### src/rtl/rmii_rx_frame_ctrl_pkg.sv
// Shared types and constants for the RMII receive frame controller.
// Also holds the byte-wise CRC-32 update used when RMII_RX_FRAME_CTRL_CRC_CHECK_EN is defined.
package rmii_rx_frame_ctrl_pkg;

    localparam int LEN_W = 11;

    localparam logic [31:0] CRC32_POLY    = 32'hEDB88320;
    localparam logic [31:0] CRC32_RESIDUE = 32'hC704DD7B;

    typedef enum logic [1:0] {
        IDLE    = 2'd0,
        RECV    = 2'd1,
        DISCARD = 2'd2
    } state_e;

    // Reflected CRC-32, one byte per call, LSB of the data byte first.
    function automatic logic [31:0] crc32_update(input logic [31:0] crc, input logic [7:0] data);
        logic [31:0] c;
        c = crc ^ {24'h000000, data};
        for (int i = 0; i < 8; i++) begin
            c = c[0] ? ((c >> 1) ^ CRC32_POLY) : (c >> 1);
        end
        return c;
    endfunction

endpackage

### src/rtl/rmii_rx_sat_counter.sv
// Statistics counter that saturates at all-ones; clear wins over increment.
module rmii_rx_sat_counter #(
    parameter int CNT_W = 16
) (
    input  logic             clk_i,
    input  logic             rst_ni,
    input  logic             clr_i,
    input  logic             inc_i,
    output logic [CNT_W-1:0] cnt_o
);

    logic [CNT_W-1:0] cnt_q, cnt_d;

    always_comb begin
        cnt_d = cnt_q;
        if (clr_i) begin
            cnt_d = '0;
        end else if (inc_i && (cnt_q != '1)) begin
            cnt_d = cnt_q + CNT_W'(1);
        end
    end

    always_ff @(posedge clk_i or negedge rst_ni) begin
        if (!rst_ni) begin
            cnt_q <= '0;
        end else begin
            cnt_q <= cnt_d;
        end
    end

    assign cnt_o = cnt_q;

endmodule

### src/rtl/rmii_rx_frame_ctrl.sv
// Dibit-to-byte frame controller behind the RMII MAC receiver, with length/alignment checks and stats.
// Optional FCS check is compiled in with RMII_RX_FRAME_CTRL_CRC_CHECK_EN.
module rmii_rx_frame_ctrl
    import rmii_rx_frame_ctrl_pkg::*;
#(
    parameter int MIN_LEN = 64,
    parameter int MAX_LEN = 1518,
    parameter int CNT_W   = 16
) (
    input  logic             clock,
    input  logic             arstn,
    input  logic             enable,
    input  logic             cnt_clr,
    input  logic             s_axi_tvalid,
    input  logic             s_axi_tlast,
    input  logic [1:0]       s_axi_tdata,
    input  logic             s_axi_tuser,
    output logic             s_axi_tready,
    output logic             m_axi_tvalid,
    output logic             m_axi_tlast,
    output logic [7:0]       m_axi_tdata,
    output logic             m_axi_tuser,
    input  logic             m_axi_tready,
    output logic             busy,
    output logic [CNT_W-1:0] frame_ok_cnt,
    output logic [CNT_W-1:0] frame_err_cnt,
    output logic [CNT_W-1:0] frame_drop_cnt
);

    // A beat transfers on a clock edge where valid && ready are both high; the master
    // side keeps its payload stable while valid && !ready, and the slave side never stalls.
    state_e           state_q, state_d;
    logic [1:0]       idx_q, idx_d;
    logic [7:0]       byte_q, byte_d;
    logic [LEN_W-1:0] cnt_q, cnt_d;
    logic             ovf_q, ovf_d, drop_q, drop_d, term_q, term_d, s_tready_q;
    logic             out_valid_q, out_valid_d, out_last_q, out_last_d, out_user_q, out_user_d;
    logic [7:0]       out_data_q, out_data_d;

    logic             s_beat, out_free, frame_beat, drop_inc, ok_inc, err_inc;
    logic             load, load_last, load_user;
    logic [7:0]       load_data, asm_byte;
    logic [1:0]       cur_idx;
    logic [LEN_W-1:0] cur_cnt, cnt_nx;
    logic             cur_ovf, byte_done, at_max, end_err, crc_err;

    assign s_beat   = s_axi_tvalid & s_tready_q;
    assign out_free = ~out_valid_q | m_axi_tready;

    // Per-frame context restarts from zero on the IDLE beat that opens a frame.
    assign cur_idx   = (state_q == IDLE) ? 2'd0 : idx_q;
    assign cur_cnt   = (state_q == IDLE) ? '0 : cnt_q;
    assign cur_ovf   = (state_q == IDLE) ? 1'b0 : ovf_q;
    assign cnt_nx    = (cur_cnt == '1) ? cur_cnt : cur_cnt + LEN_W'(1);
    assign byte_done = (cur_idx == 2'd3) | s_axi_tlast;
    assign at_max    = (cnt_nx == LEN_W'(MAX_LEN + 1));
    assign end_err   = s_axi_tuser | (cur_idx != 2'd3) | (cnt_nx < LEN_W'(MIN_LEN)) |
                       (cnt_nx > LEN_W'(MAX_LEN)) | cur_ovf | crc_err;

    always_comb begin
        asm_byte = (cur_idx == 2'd0) ? 8'h00 : byte_q;
        asm_byte[{cur_idx, 1'b0} +: 2] = s_axi_tdata;
    end

`ifdef RMII_RX_FRAME_CTRL_CRC_CHECK_EN
    logic [31:0] crc_q, crc_cur, crc_nx, crc_rev;
    assign crc_cur = (state_q == IDLE) ? 32'hFFFFFFFF : crc_q;
    assign crc_nx  = crc32_update(crc_cur, asm_byte);
    // The register is LSB-first; the residue constant is quoted MSB-first.
    assign crc_rev = {<<{crc_nx}};
    assign crc_err = (crc_rev != CRC32_RESIDUE);

    always_ff @(posedge clock or negedge arstn) begin
        if (!arstn) begin
            crc_q <= 32'hFFFFFFFF;
        end else if (frame_beat && byte_done) begin
            crc_q <= crc_nx;
        end
    end
`else
    assign crc_err = 1'b0;
`endif

    always_comb begin
        state_d     = state_q;
        idx_d       = idx_q;
        byte_d      = byte_q;
        cnt_d       = cnt_q;
        ovf_d       = ovf_q;
        drop_d      = drop_q;
        term_d      = term_q;
        out_valid_d = out_valid_q & ~m_axi_tready;
        out_data_d  = out_data_q;
        out_last_d  = out_last_q;
        out_user_d  = out_user_q;
        frame_beat  = 1'b0;
        drop_inc    = 1'b0;
        load        = 1'b0;
        load_data   = 8'h00;
        load_last   = 1'b0;
        load_user   = 1'b0;

        // Pending terminator only exists outside RECV, so it never competes with a data byte.
        if (term_q && out_free) begin
            load      = 1'b1;
            load_last = 1'b1;
            load_user = 1'b1;
            term_d    = 1'b0;
        end

        case (state_q)
            IDLE: begin
                if (s_beat) begin
                    if (enable && !term_q) begin
                        state_d    = RECV;
                        frame_beat = 1'b1;
                    end else if (s_axi_tlast) begin
                        drop_inc = 1'b1;
                    end else begin
                        state_d = DISCARD;
                        drop_d  = 1'b1;
                    end
                end
            end
            RECV:    frame_beat = s_beat;
            DISCARD: begin
                if (s_beat && s_axi_tlast) begin
                    state_d  = IDLE;
                    drop_inc = drop_q;
                end
            end
            default: state_d = IDLE;
        endcase

        if (frame_beat) begin
            idx_d  = cur_idx + 2'd1;
            byte_d = asm_byte;
            cnt_d  = cur_cnt;
            ovf_d  = cur_ovf;
            if (byte_done) begin
                cnt_d = cnt_nx;
                if (s_axi_tlast || at_max) begin
                    state_d = s_axi_tlast ? IDLE : DISCARD;
                    drop_d  = 1'b0;
                    if (cur_ovf || !out_free) begin
                        term_d = 1'b1;
                    end else begin
                        load      = 1'b1;
                        load_data = asm_byte;
                        load_last = 1'b1;
                        load_user = s_axi_tlast ? end_err : 1'b1;
                    end
                end else if (!cur_ovf) begin
                    if (out_free) begin
                        load      = 1'b1;
                        load_data = asm_byte;
                    end else begin
                        ovf_d = 1'b1;
                    end
                end
            end
        end

        if (load) begin
            out_valid_d = 1'b1;
            out_data_d  = load_data;
            out_last_d  = load_last;
            out_user_d  = load_user;
        end
    end

    always_ff @(posedge clock or negedge arstn) begin
        if (!arstn) begin
            state_q     <= IDLE;
            idx_q       <= 2'd0;
            byte_q      <= 8'h00;
            cnt_q       <= '0;
            ovf_q       <= 1'b0;
            drop_q      <= 1'b0;
            term_q      <= 1'b0;
            s_tready_q  <= 1'b0;
            out_valid_q <= 1'b0;
            out_data_q  <= 8'h00;
            out_last_q  <= 1'b0;
            out_user_q  <= 1'b0;
        end else begin
            state_q     <= state_d;
            idx_q       <= idx_d;
            byte_q      <= byte_d;
            cnt_q       <= cnt_d;
            ovf_q       <= ovf_d;
            drop_q      <= drop_d;
            term_q      <= term_d;
            s_tready_q  <= 1'b1;
            out_valid_q <= out_valid_d;
            out_data_q  <= out_data_d;
            out_last_q  <= out_last_d;
            out_user_q  <= out_user_d;
        end
    end

    assign s_axi_tready = s_tready_q;
    assign m_axi_tvalid = out_valid_q;
    assign m_axi_tdata  = out_data_q;
    assign m_axi_tlast  = out_last_q;
    assign m_axi_tuser  = out_user_q;
    assign busy         = (state_q == RECV) || (state_q == DISCARD);

    assign ok_inc  = out_valid_q & m_axi_tready & out_last_q & ~out_user_q;
    assign err_inc = out_valid_q & m_axi_tready & out_last_q & out_user_q;

    rmii_rx_sat_counter #(.CNT_W(CNT_W)) u_ok_cnt (
        .clk_i(clock), .rst_ni(arstn), .clr_i(cnt_clr), .inc_i(ok_inc), .cnt_o(frame_ok_cnt)
    );

    rmii_rx_sat_counter #(.CNT_W(CNT_W)) u_err_cnt (
        .clk_i(clock), .rst_ni(arstn), .clr_i(cnt_clr), .inc_i(err_inc), .cnt_o(frame_err_cnt)
    );

    rmii_rx_sat_counter #(.CNT_W(CNT_W)) u_drop_cnt (
        .clk_i(clock), .rst_ni(arstn), .clr_i(cnt_clr), .inc_i(drop_inc), .cnt_o(frame_drop_cnt)
    );

endmodule

### config.mk
export PLATFORM = sky130hd
export DESIGN_NAME = rmii_rx_frame_ctrl
export DESIGN_NICKNAME = d
export VERILOG_FILES = /design/src/rtl/rmii_rx_frame_ctrl_pkg.sv /design/src/rtl/rmii_rx_sat_counter.sv /design/src/rtl/rmii_rx_frame_ctrl.sv
export SDC_FILE = /design/constraint.sdc
export NUM_CORES = 1
export LEC_CHECK = 0
export ABC_AREA = 1
export BUFFER_PORTS_ARGS = -buffer_cell sky130_fd_sc_hd__buf_2
export CAP_MARGIN = 25
export CORE_MARGIN = 1.5
export CORE_UTILIZATION = 32
export DETAILED_ROUTE_END_ITERATION = 8
export GPL_TIMING_DRIVEN = 0
export SYNTH_ARGS = -nofsm -noshare
export SYNTH_HDL_FRONTEND = slang
export SYNTH_SLANG_ARGS = --single-unit
### constraint.sdc
create_clock -name clock -period 2.65 [get_ports clock]
set_input_delay 0.265 -clock clock [delete_from_list [all_inputs] [get_ports clock]]
set_output_delay 0.265 -clock clock [all_outputs]
set_load 0.03 [all_outputs]
==> summary.txt <==
Setup path
  • Worst Setup End Kind: flop
  • CP required: roughly 2.9 ns
  • Crit-path max FO: 9
  • Startpoint Class: flop
  • WP data arrival: around 2.7 ns
  • Crit Path Category: reg -> reg

GRT
  • Grt ovf: 0
  • Pin count of the biggest net entering global routing: 59
  • Global-route usage over all layers: roughly 16%
  • Initial antenna violation count: 0
  • Vias in the first global route: ~4,300
  • First-pass GRT wire length: 20.9 mm

Synth
  • Largest cells by area after synthesis: dfrtp_1 43%, nand2_1 9.9%, inv_1 7.8%
  • Cells after Synth: 664
  • Synth warn: 0
  • Post-synthesis sequential area ratio: roughly 43%
  • Post-synth ARST share: 100%
  • Syn avg cell area: 7.56 µm²
  • Share of the synthesized area in the top cell type: 42.9%
  • Yosys cell types: 37
  • #FFs+latches synth: between 80 and 90
  • Number of flops mapped to enable cells by yosys: 0
  • Mapped cell area: roughly 5000 µm²
  • Top FF cell, synth: dfrtp_1
  • Synthesized net count: between 600 and 700
  • Synth area leader: dfrtp_1

STA
  • Final Max Slew Viols: 0
  • WHS: ~0.17 ns
  • Slew headroom: 62.2%
  • Slew @ Worst Pin: 0.567 ns
  • # setup viols final: 0
  • Clock Skews: around 0.0067 ns
  • Fin crit share: a little over nine tenths
  • Final Critical Period: ~2.5 ns
  • Max Clk Rate: roughly 0.40 GHz
  • Final hold vios: 0

Floorplanning
  • DIE WIDTH: between 100 and 150 µm
  • Die height: about 130 µm
  • Starting Density: roughly 33%
  • Die area: about 16,000 µm²
  • Core footprint: roughly 15,000 µm²
  • IO Pins: slightly above 70
  • Site row count: 45

Layout
  • Commonest cells after routing, fill and taps aside: 129 x nand2_1, 102 x inv_1, 86 x dfrtp_1
  • Layout cell share with drive strength beyond 1: between 20 and 25%
  • Storage cell area: around 2200 µm²
  • Most common cell after layout, fill and taps aside: nand2_1
  • Core Util, Final: between 40% and 50%
  • Area of the multi-input gates: 2430 µm²
  • Layout Nets: 786
  • Fillers: 1,584
  • Diodes inserted: 0
  • Area grow syn2layout: 23.1%

Route
  • Drc violations: 0
  • Antenna viol nets, final: 0
  • Via count: 4,686
  • First DRT Iteration DRCs: about 330
  • DRT Wirelength: 12.8 mm
  • Drt wl/cell: 13.1 µm
  • 1st-pass router iterations: 6
  • Vias per cell: 4.79

Clock tree
  • H-tree levels: 3
  • CTS Buf Count: 9
  • CTS tree: yes
  • Worst-Skew Late Latency: 0.34 ns
  • Clk sink count: 86
  • Max Buffers Root-to-Sink: 2
  • Root Driver: clkbuf_16
  • Clock transition at the registers of the reported paths: ~0.07 ns

Power and ir drop
  • Sw Ratio: 39.7%
  • Lkg Pwr: between 2 and 3 nW
  • Cell Int Power: about 0.0032 W
  • Clock power frac: 27.1%
  • PnR Total Power: approximately 0.0053 W
  • Reg power frac: a little under a third
  • P_sw: ~0.0021 W
  • Cell Pwr Density: around 850 nW/µm²
  • Combinational share of power: between 40% and 50%
  • Worst VDD drop: around 400 µV

Status
  • Status: finished clean

Placed design
  • Final HPWL DP: 9.50 mm
  • GP Congestion: slightly above 0.8
  • PortBufs: 70

Worst hold path
  • Worst Hold Class: in -> reg

Job
  • Max-cap viol count: 0
-- path summary, 6_finish.rpt --
path                        startpoint                 end  slack (ns)  cells after the start
max                         state_q[0]         m_axi_tuser        0.17                     20
min                        s_axi_tlast          state_q[1]        0.17                      2
max reg2reg                 state_q[0]         m_axi_tuser        0.17                     20
min reg2reg                  byte_q[6]           byte_q[6]        0.49                      2
max in group asynchronous        arstn  u_err_cnt.cnt_o[5]        1.62                      3
min in group asynchronous        arstn           byte_q[7]        0.39                      2
-- through the flow --
stage	setup slack, ns	setup TNS, ns	instance area (µm²)	cells
detailed placement	-0.362	-1.88	5670	946
global placement	-0.370	-1.90	5640	945
CTS	0.0100	0	6070	968
floorplan	0.130	0	5020	664
finish	0.168	0	6180	978
global route	-0.00780	-0.0126	6180	978
-- state kept, by name, summed over array words and instances (netlist names) --
signal            flops
u_ok_cnt.cnt_o       16
u_drop_cnt.cnt_o     16
ovf_q                 1
byte_q                8
m_axi_tdata           8
m_axi_tlast           1
m_axi_tuser           1
drop_q                1
term_q                1
u_err_cnt.cnt_o      16
state_q               2
s_axi_tready          1
cnt_q                11
idx_q                 2
m_axi_tvalid          1
-- cell type report --
type	count	share of cell area, %
timing repair buffer	87	8.14
sequential	86	34.8
clock inverter	4	1.26
buffer	12	1.21
clock buffer	12	4.15
tap	211	4.27
multi-input combinational	455	39.3
inverter	111	6.82
-- what timing repair did --
| item | CTS | global route |
|---|---|---|
| resized for setup | 6 | 11 |
| hold buffers | 1 | 0 |
| pin swaps | 2 | 7 |
| endpoints found under the hold margin | 28 | 0 |
| setup endpoints to repair | 7 | 15 |
| buffers inserted | 5 | 10 |
-- power groups by stage --
stage / clock network, W / registers (W) / logic [W]
6_report: 0.00143 / 0.00167 / 0.00216
5_1_grt: 0.00151 / 0.00170 / 0.00244
4_1_cts: 0.00146 / 0.00167 / 0.00201
3_5_place_dp: 0 / 0.00169 / 0.00190
3_3_place_gp: 0 / 0.00169 / 0.00188
2_1_floorplan: 0 / 0.00176 / 0.00136
-- logic make-up after synthesis --
kind of cell / Yosys count / share of synthesized area [%]
AOI/OAI and AO/OA: 134 / 15.4
buffers and inverters: 123 / 9.79
xor gates and xnor gates: 3 / 0.523
other: 1 / 0.0747
and+or+nand+nor: 303 / 27.9
adders and majority gates: 14 / 3.49
DFF: 86 / 42.9
-- critical path: stages, from the launching register on --
cell     delay, ns
dfrtp_1       0.39
inv_2         0.08
ha_4          0.20
inv_6         0.07
nand2_4       0.06
inv_2         0.08
ha_4          0.14
nand2_2       0.08
nor2_4        0.21
nand3_2       0.11
buf_6         0.16
nand2_2       0.09
nand4_1       0.11
nor2_2        0.14
nand3_2       0.07
nand2_2       0.10
nand2_4       0.07
nor2_2        0.07
nand2_1       0.05
nand2_1       0.05
nand2_1       0.04
-- synth_stat cells (9+ instances only) --
master / count
nand2_1: 132
inv_1: 104
dfrtp_1: 86
nor2_1: 66
o21ai_0: 49
a21oi_1: 46
nand3_1: 36
nor3_1: 20
ha_1: 14
nand4_1: 12
nor2_2: 9
-- routing by layer --
metal  up-vias  wire length (µm)  global-route usage, %
met5         -                 0                      0
met4         0               199                   5.42
met3        12               503                   3.30
met2        94              5870                   25.5
met1      2221              6190                   21.8
li1       2359                 -                      -
No activity file was read; power rests on OpenSTA's default activity.
